[config.mk]
export PLATFORM = sky130hd
export DESIGN_NAME = bcd2bin_seq
export DESIGN_NICKNAME = d
export VERILOG_FILES = /design/src/rtl/code_conv_pkg.sv /design/src/rtl/bcd_digit_mac.sv /design/src/rtl/bcd2bin_seq.sv
export SDC_FILE = /design/constraint.sdc
export NUM_CORES = 1
export LEC_CHECK = 0
export BUFFER_PORTS_ARGS = -buffer_cell sky130_fd_sc_hd__buf_2
export CAP_MARGIN = 20
export CORE_ASPECT_RATIO = 1.1
export CORE_MARGIN = 5
export CORE_UTILIZATION = 59
export DETAILED_ROUTE_END_ITERATION = 10
export PLACE_DENSITY_LB_ADDON = 0.25
export SKIP_CTS_REPAIR_TIMING = 1
export SLEW_MARGIN = 10
export SYNTH_ARGS = -nofsm -noshare
export SYNTH_HDL_FRONTEND = slang
export SYNTH_SLANG_ARGS = --single-unit
[constraint.sdc]
create_clock -name clk -period 3.62 [get_ports clk]
set_clock_uncertainty 0.05 [all_clocks]
set_input_delay 0.181 -clock clk [delete_from_list [all_inputs] [get_ports clk]]
set_output_delay 0.181 -clock clk [all_outputs]
set_load 0.02 [all_outputs]
[src/rtl/code_conv_pkg.sv]
`default_nettype none
// ============================================================================
//  Module      : code_conv_pkg
//  Description : Shared types, constants and helpers for the code-converter set.
//  Revision    : 1.0  initial release
// ============================================================================
package code_conv_pkg;

    localparam int          BCD_W   = 4;
    localparam logic [3:0]  BCD_MAX = 4'd9;
    localparam int          MUL_W   = 64;

    typedef enum logic [1:0] {
        IDLE = 2'd0,
        CONV = 2'd1,
        DONE = 2'd2
    } conv_state_t;

    // Shift-and-add times ten; callers zero-extend in and truncate out.
    function automatic logic [MUL_W-1:0] mul10(input logic [MUL_W-1:0] acc);
        return (acc << 3) + (acc << 1);
    endfunction

endpackage
`default_nettype wire

[src/rtl/bcd_digit_mac.sv]
`default_nettype none
// ============================================================================
//  Module      : bcd_digit_mac
//  Description : Combinational acc*10 + digit step; digit>9 flag present only
//                when BCD2BIN_DIGIT_CHECK_EN is defined.
//  Revision    : 1.0  initial release
// ============================================================================
module bcd_digit_mac
    import code_conv_pkg::*;
#(
    parameter int BIN_W = 10
) (
    input  logic [BIN_W-1:0] acc_in,
    input  logic [BCD_W-1:0] digit,
`ifdef BCD2BIN_DIGIT_CHECK_EN
    output logic             dig_bad,
`endif
    output logic [BIN_W-1:0] acc_out
);

    localparam int c_WIDE_W = BIN_W + 4;

    logic [c_WIDE_W-1:0] w_wide;

    assign w_wide  = c_WIDE_W'(mul10(MUL_W'(acc_in))) + c_WIDE_W'(digit);
    assign acc_out = BIN_W'(w_wide);

`ifdef BCD2BIN_DIGIT_CHECK_EN
    assign dig_bad = (digit > BCD_MAX);
`endif

endmodule
`default_nettype wire

[src/rtl/bcd2bin_seq.sv]
`default_nettype none
// ============================================================================
//  Module      : bcd2bin_seq
//  Description : Sequential BCD-to-binary converter, one digit per clock, MSD
//                first. Optional digit validation via BCD2BIN_DIGIT_CHECK_EN.
//  Revision    : 1.0  initial release
// ============================================================================
module bcd2bin_seq
    import code_conv_pkg::*;
#(
    parameter int DIGITS = 3,
    parameter int BIN_W  = 10
) (
    input  logic                    clk,
    input  logic                    rst,
    input  logic                    in_valid,
    output logic                    in_ready,
    input  logic [BCD_W*DIGITS-1:0] bcd_in,
    output logic                    out_valid,
    input  logic                    out_ready,
    output logic [BIN_W-1:0]        bin_out,
    output logic                    out_err
);

    localparam int              c_CNT_W    = (DIGITS > 1) ? $clog2(DIGITS) : 1;
    localparam logic [c_CNT_W-1:0] c_CNT_LAST = c_CNT_W'(DIGITS - 1);

    generate
        if ((DIGITS < 1) || ((64'd10 ** DIGITS) - 64'd1 >= (64'd1 << BIN_W))) begin : g_width_check
            $error("bcd2bin_seq: BIN_W too small for DIGITS");
        end
    endgenerate

    conv_state_t               r_state;
    conv_state_t               w_state_next;
    logic [BCD_W*DIGITS-1:0]   r_word;
    logic [BIN_W-1:0]          r_acc;
    logic [c_CNT_W-1:0]        r_cnt;
    logic [BIN_W-1:0]          w_acc_next;
    logic [BCD_W-1:0]          w_digit;

    // The latched word shifts left each step so the current digit is always on top.
    assign w_digit = r_word[BCD_W*DIGITS-1 -: BCD_W];

`ifdef BCD2BIN_DIGIT_CHECK_EN
    logic r_err;
    logic w_dig_bad;

    bcd_digit_mac #(.BIN_W(BIN_W)) u_mac (
        .acc_in  (r_acc),
        .digit   (w_digit),
        .dig_bad (w_dig_bad),
        .acc_out (w_acc_next)
    );

    always_ff @(posedge clk) begin
        if (rst) begin
            r_err <= 1'b0;
        end else if (r_state == IDLE && in_valid) begin
            r_err <= 1'b0;
        end else if (r_state == CONV) begin
            r_err <= r_err | w_dig_bad;
        end
    end

    assign bin_out = r_err ? '0 : r_acc;
    assign out_err = r_err && (r_state == DONE);
`else
    bcd_digit_mac #(.BIN_W(BIN_W)) u_mac (
        .acc_in  (r_acc),
        .digit   (w_digit),
        .acc_out (w_acc_next)
    );

    assign bin_out = r_acc;
    assign out_err = 1'b0;
`endif

    always_ff @(posedge clk) begin
        if (rst) begin
            r_state <= IDLE;
        end else begin
            r_state <= w_state_next;
        end
    end

    always_comb begin
        w_state_next = r_state;
        case (r_state)
            IDLE:    if (in_valid)            w_state_next = CONV;
            CONV:    if (r_cnt == c_CNT_LAST) w_state_next = DONE;
            DONE:    if (out_ready)           w_state_next = IDLE;
            default:                          w_state_next = IDLE;
        endcase
    end

    always_ff @(posedge clk) begin
        if (rst) begin
            r_word <= '0;
            r_acc  <= '0;
            r_cnt  <= '0;
        end else begin
            case (r_state)
                IDLE: begin
                    if (in_valid) begin
                        r_word <= bcd_in;
                        r_acc  <= '0;
                        r_cnt  <= '0;
                    end
                end
                CONV: begin
                    r_acc  <= w_acc_next;
                    r_word <= r_word << BCD_W;
                    r_cnt  <= r_cnt + c_CNT_W'(1);
                end
                default: ;
            endcase
        end
    end

    assign in_ready  = (r_state == IDLE);
    assign out_valid = (r_state == DONE);

endmodule
`default_nettype wire

==> results by group <==
Setup path
  • Crit path DAT: around 2.8 ns
  • Crit path buffers/inverters: 2
  • Crit Path Max Fanout: 4
  • CP required: 3.84 ns
  • Most used cell, CP: inv_1
  • Critical path launch point type: flip-flop
  • CP max-delay cell: fa_1
  • Setup Crit Path Kind: flip-flop to flip-flop
  • Crit-path max cell delay: about 0.53 ns
  • Worst Setup End Kind: flip-flop
  • Crit-path cells: inv_1 > fa_1 > inv_1 > ha_1 > a211oi_1 > o21ai_0 > a2111o_1 > nand3_1
  • Critical path's top delay family: compound AO/OA/AOI/OAI gates

STA
  • Setup TNS: 0 ns
  • RSZ-0062 raised after global routing: no
  • Least-Margin Pin Slew: roughly 0.76 ns
  • # setup viols final: 0
  • Slew margin rel.: 0.4921
  • Hold Violations, Final: 0
  • Max Clk Rate: roughly 400 MHz
  • Fin crit share: 0.7061
  • Minimum clock period: between 2 and 3 ns
  • Final Max Tran Viols: 0

Power
  • Leak: between 0.8 and 0.9 nW
  • Pwr Density: about 320 nW/um^2
  • Internal power: roughly 0.00039 W
  • P_sw: 0.0001616 W
  • Combinational power share: 0.204
  • Register share of total power: 0.575
  • Switching part of the total power: 0.2916
  • IR drop worst, VDD: roughly 0.00027 V
  • Clock power frac: 0.221

Global routing
  • Antenna violations before repair: 0
  • Total track usage: 0.1930
  • Largest net degree at the start of global routing: 27
  • First-pass GRT wire length: 5830 um
  • Vias in the first global route: between 1,000 and 1,500
  • Total congestion overflow: 0

Routing
  • Remaining DRCs: 0
  • Post-route ant nets: 0
  • Final wirelength: between 3000 and 4000 um
  • Vias/cell: 5.953
  • Pre-antenna DRT Iters: 4
  • Wire per inst: 14.55 um
  • Iter 0 DRT Violations: 41
  • Via count of the routed design: ~1,400

Yosys
  • Avg Inst Size Synth: 8.554 um^2
  • Synth area leaders: dfxtp_1, ha_1, nor2_1, o221a_2, nor2b_1
  • Share of the synthesized area in the top cell type: 0.3307
  • Post-synth net total: roughly 220
  • Yosys top cell by area: dfxtp_1
  • Syn. warnings: 0
  • Gate Count Post-Synth: about 180
  • Post-synthesis sequential area ratio: 0.3307
  • Mapped Area: roughly 1600 um^2
  • Yosys reg bits: 26
  • Yosys cell types: 36

Placed design
  • GP Congestion: 0.7796
  • Detailed placement HPWL: 2554 um
  • PortBufs: 27

Finish
  • Area grow syn2layout: 9.142%
  • Layout Nets: 237
  • Fillers: roughly 230
  • Share of cells above drive strength 1: 0.1980
  • Most frequent cells in the layout: buf_2, dfxtp_1, nor2_1
  • Commonest non-fill, non-tap cell in the layout: buf_2
  • Diodes inserted: 0
  • Final Core Density: 0.6817

Flow run
  • Max Cap Viol: 0

Clock tree
  • Clock latency on the worst-skew pair: around 0.32 ns
  • Clock root cell: clkbuf_4
  • Reg clk slew, reported paths: approximately 0.13 ns
  • H-tree levels: 1
  • TritonCTS buffer count: 3
  • CTS tree: yes
  • Clk sink count: 26
  • Clk buf depth: 2

Floorplanning
  • Die X: 59.25 um
  • # IOs: 29
  • Rows: 19
  • Die Span Y: ~64 um
  • Die area: approximately 3800 um^2
  • Starting density of the core: 0.6246
  • Core ar.: 2520 um^2

Worst hold path
  • Hold/Removal Path Class: primary input to flip-flop

Run status
  • Status: complete, no violations
[synthesized netlist by cell type]
master	number
nor3b_1	1
o311ai_0	1
buf_2	3
clkbuf_1	7
nor3_1	4
nand3_1	8
a211o_1	1
nand2_1	3
a21boi_0	1
o31ai_1	1
xor3_1	1
nor4b_1	2
o221a_2	8
dfxtp_1	26
a21oi_1	17
or2_2	2
nand2b_1	1
conb_1	1
a211oi_1	2
inv_1	11
xor2_1	2
nor2_1	25
mux2i_1	1
a31oi_1	1
buf_4	1
a22oi_1	6
a21o_1	2
nor2b_1	14
or3_1	2
o21ai_0	5
ha_1	15
a2bb2oi_1	4
a2111o_1	1
fa_1	2
buf_1	1
o211ai_1	1
[area by class of cell]
| class | count | area, um^2 | area share |
|---|---|---|---|
| multi-input combinational | 135 | 959.7 | 0.5586 |
| sequential | 26 | 520.5 | 0.3030 |
| timing repair buffer | 27 | 135.1 | 0.07866 |
| inverter | 11 | 41.29 | 0.02403 |
| tap | 31 | 38.79 | 0.02258 |
| clock buffer | 3 | 22.52 | 0.01311 |
[final timing paths]
path / depth (start not counted) / slack [ns] / startpoint / endpoint
setup / recovery: 8 / 1.06 / bin_out[0] / bin_out[7]
hold / removal: 4 / 0.15 / out_ready / r_state[1]
setup reg to reg: 8 / 1.06 / bin_out[0] / bin_out[7]
hold reg to reg: 2 / 0.47 / bin_out[5] / bin_out[5]
[through the flow]
step | std cells | hold slack, ns | power, W | worst slack [ns] | area (um^2)
4_1_cts | 233 | 0.1477 | 0.0005582 | 1.073 | 1718
6_report | 233 | 0.1485 | 0.0005543 | 1.064 | 1718
2_1_floorplan | 184 | 0.3304 | 0.0004084 | 1.137 | 1574
3_3_place_gp | 230 | 0.4205 | 0.0004317 | 1.211 | 1695
3_5_place_dp | 230 | 0.4502 | 0.0004384 | 1.105 | 1695
5_1_grt | 233 | 0.1360 | 0.0005885 | 0.9229 | 1718
[routing by layer]
metal,wire length (um),GRT usage,vias up,share of wire
met3,119,0.02414,5,0.035
met5,0,0,-,0
met2,1815,0.3443,30,0.54
met4,56,0.09632,0,0.017
met1,1399,0.2183,661,0.41
li1,-,-,691,-
[power groups by stage]
stage               registers (W)  clock network, W   logic, W
detailed placement       0.000326                 0   0.000113
global route             0.000322          0.000140   0.000126
CTS                      0.000319          0.000126   0.000113
floorplan                0.000322                 0  0.0000861
global placement         0.000325                 0   0.000107
finish                   0.000319          0.000122   0.000113
[worst register-to-register path: cells and delay by family, from the launching register on]
| kind | cells | cell delay, ns |
|---|---|---|
| buffers and inverters | 2 | 0.14 |
| DFF | 1 | 0.39 |
| adders and majority gates | 2 | 0.85 |
| AOI/OAI and AO/OA | 3 | 0.99 |
| and+or+nand+nor | 1 | 0.08 |
[state kept, by name, summed over array words and instances (netlist names)]
| register | count |
|---|---|
| r_cnt | 2 |
| r_word | 12 |
| bin_out | 10 |
| r_state | 2 |
[logic make-up after synthesis]
kind of cell,share of synthesized area
and+or+nand+nor,0.1963
AOI/OAI and AO/OA,0.2337
DFF,0.3307
buffers and inverters,0.05962
adders and majority gates,0.1447
xor gates and xnor gates,0.02623
other,0.002382
muxes,0.006360
Note: power is estimated with default switching activity, not from simulation.
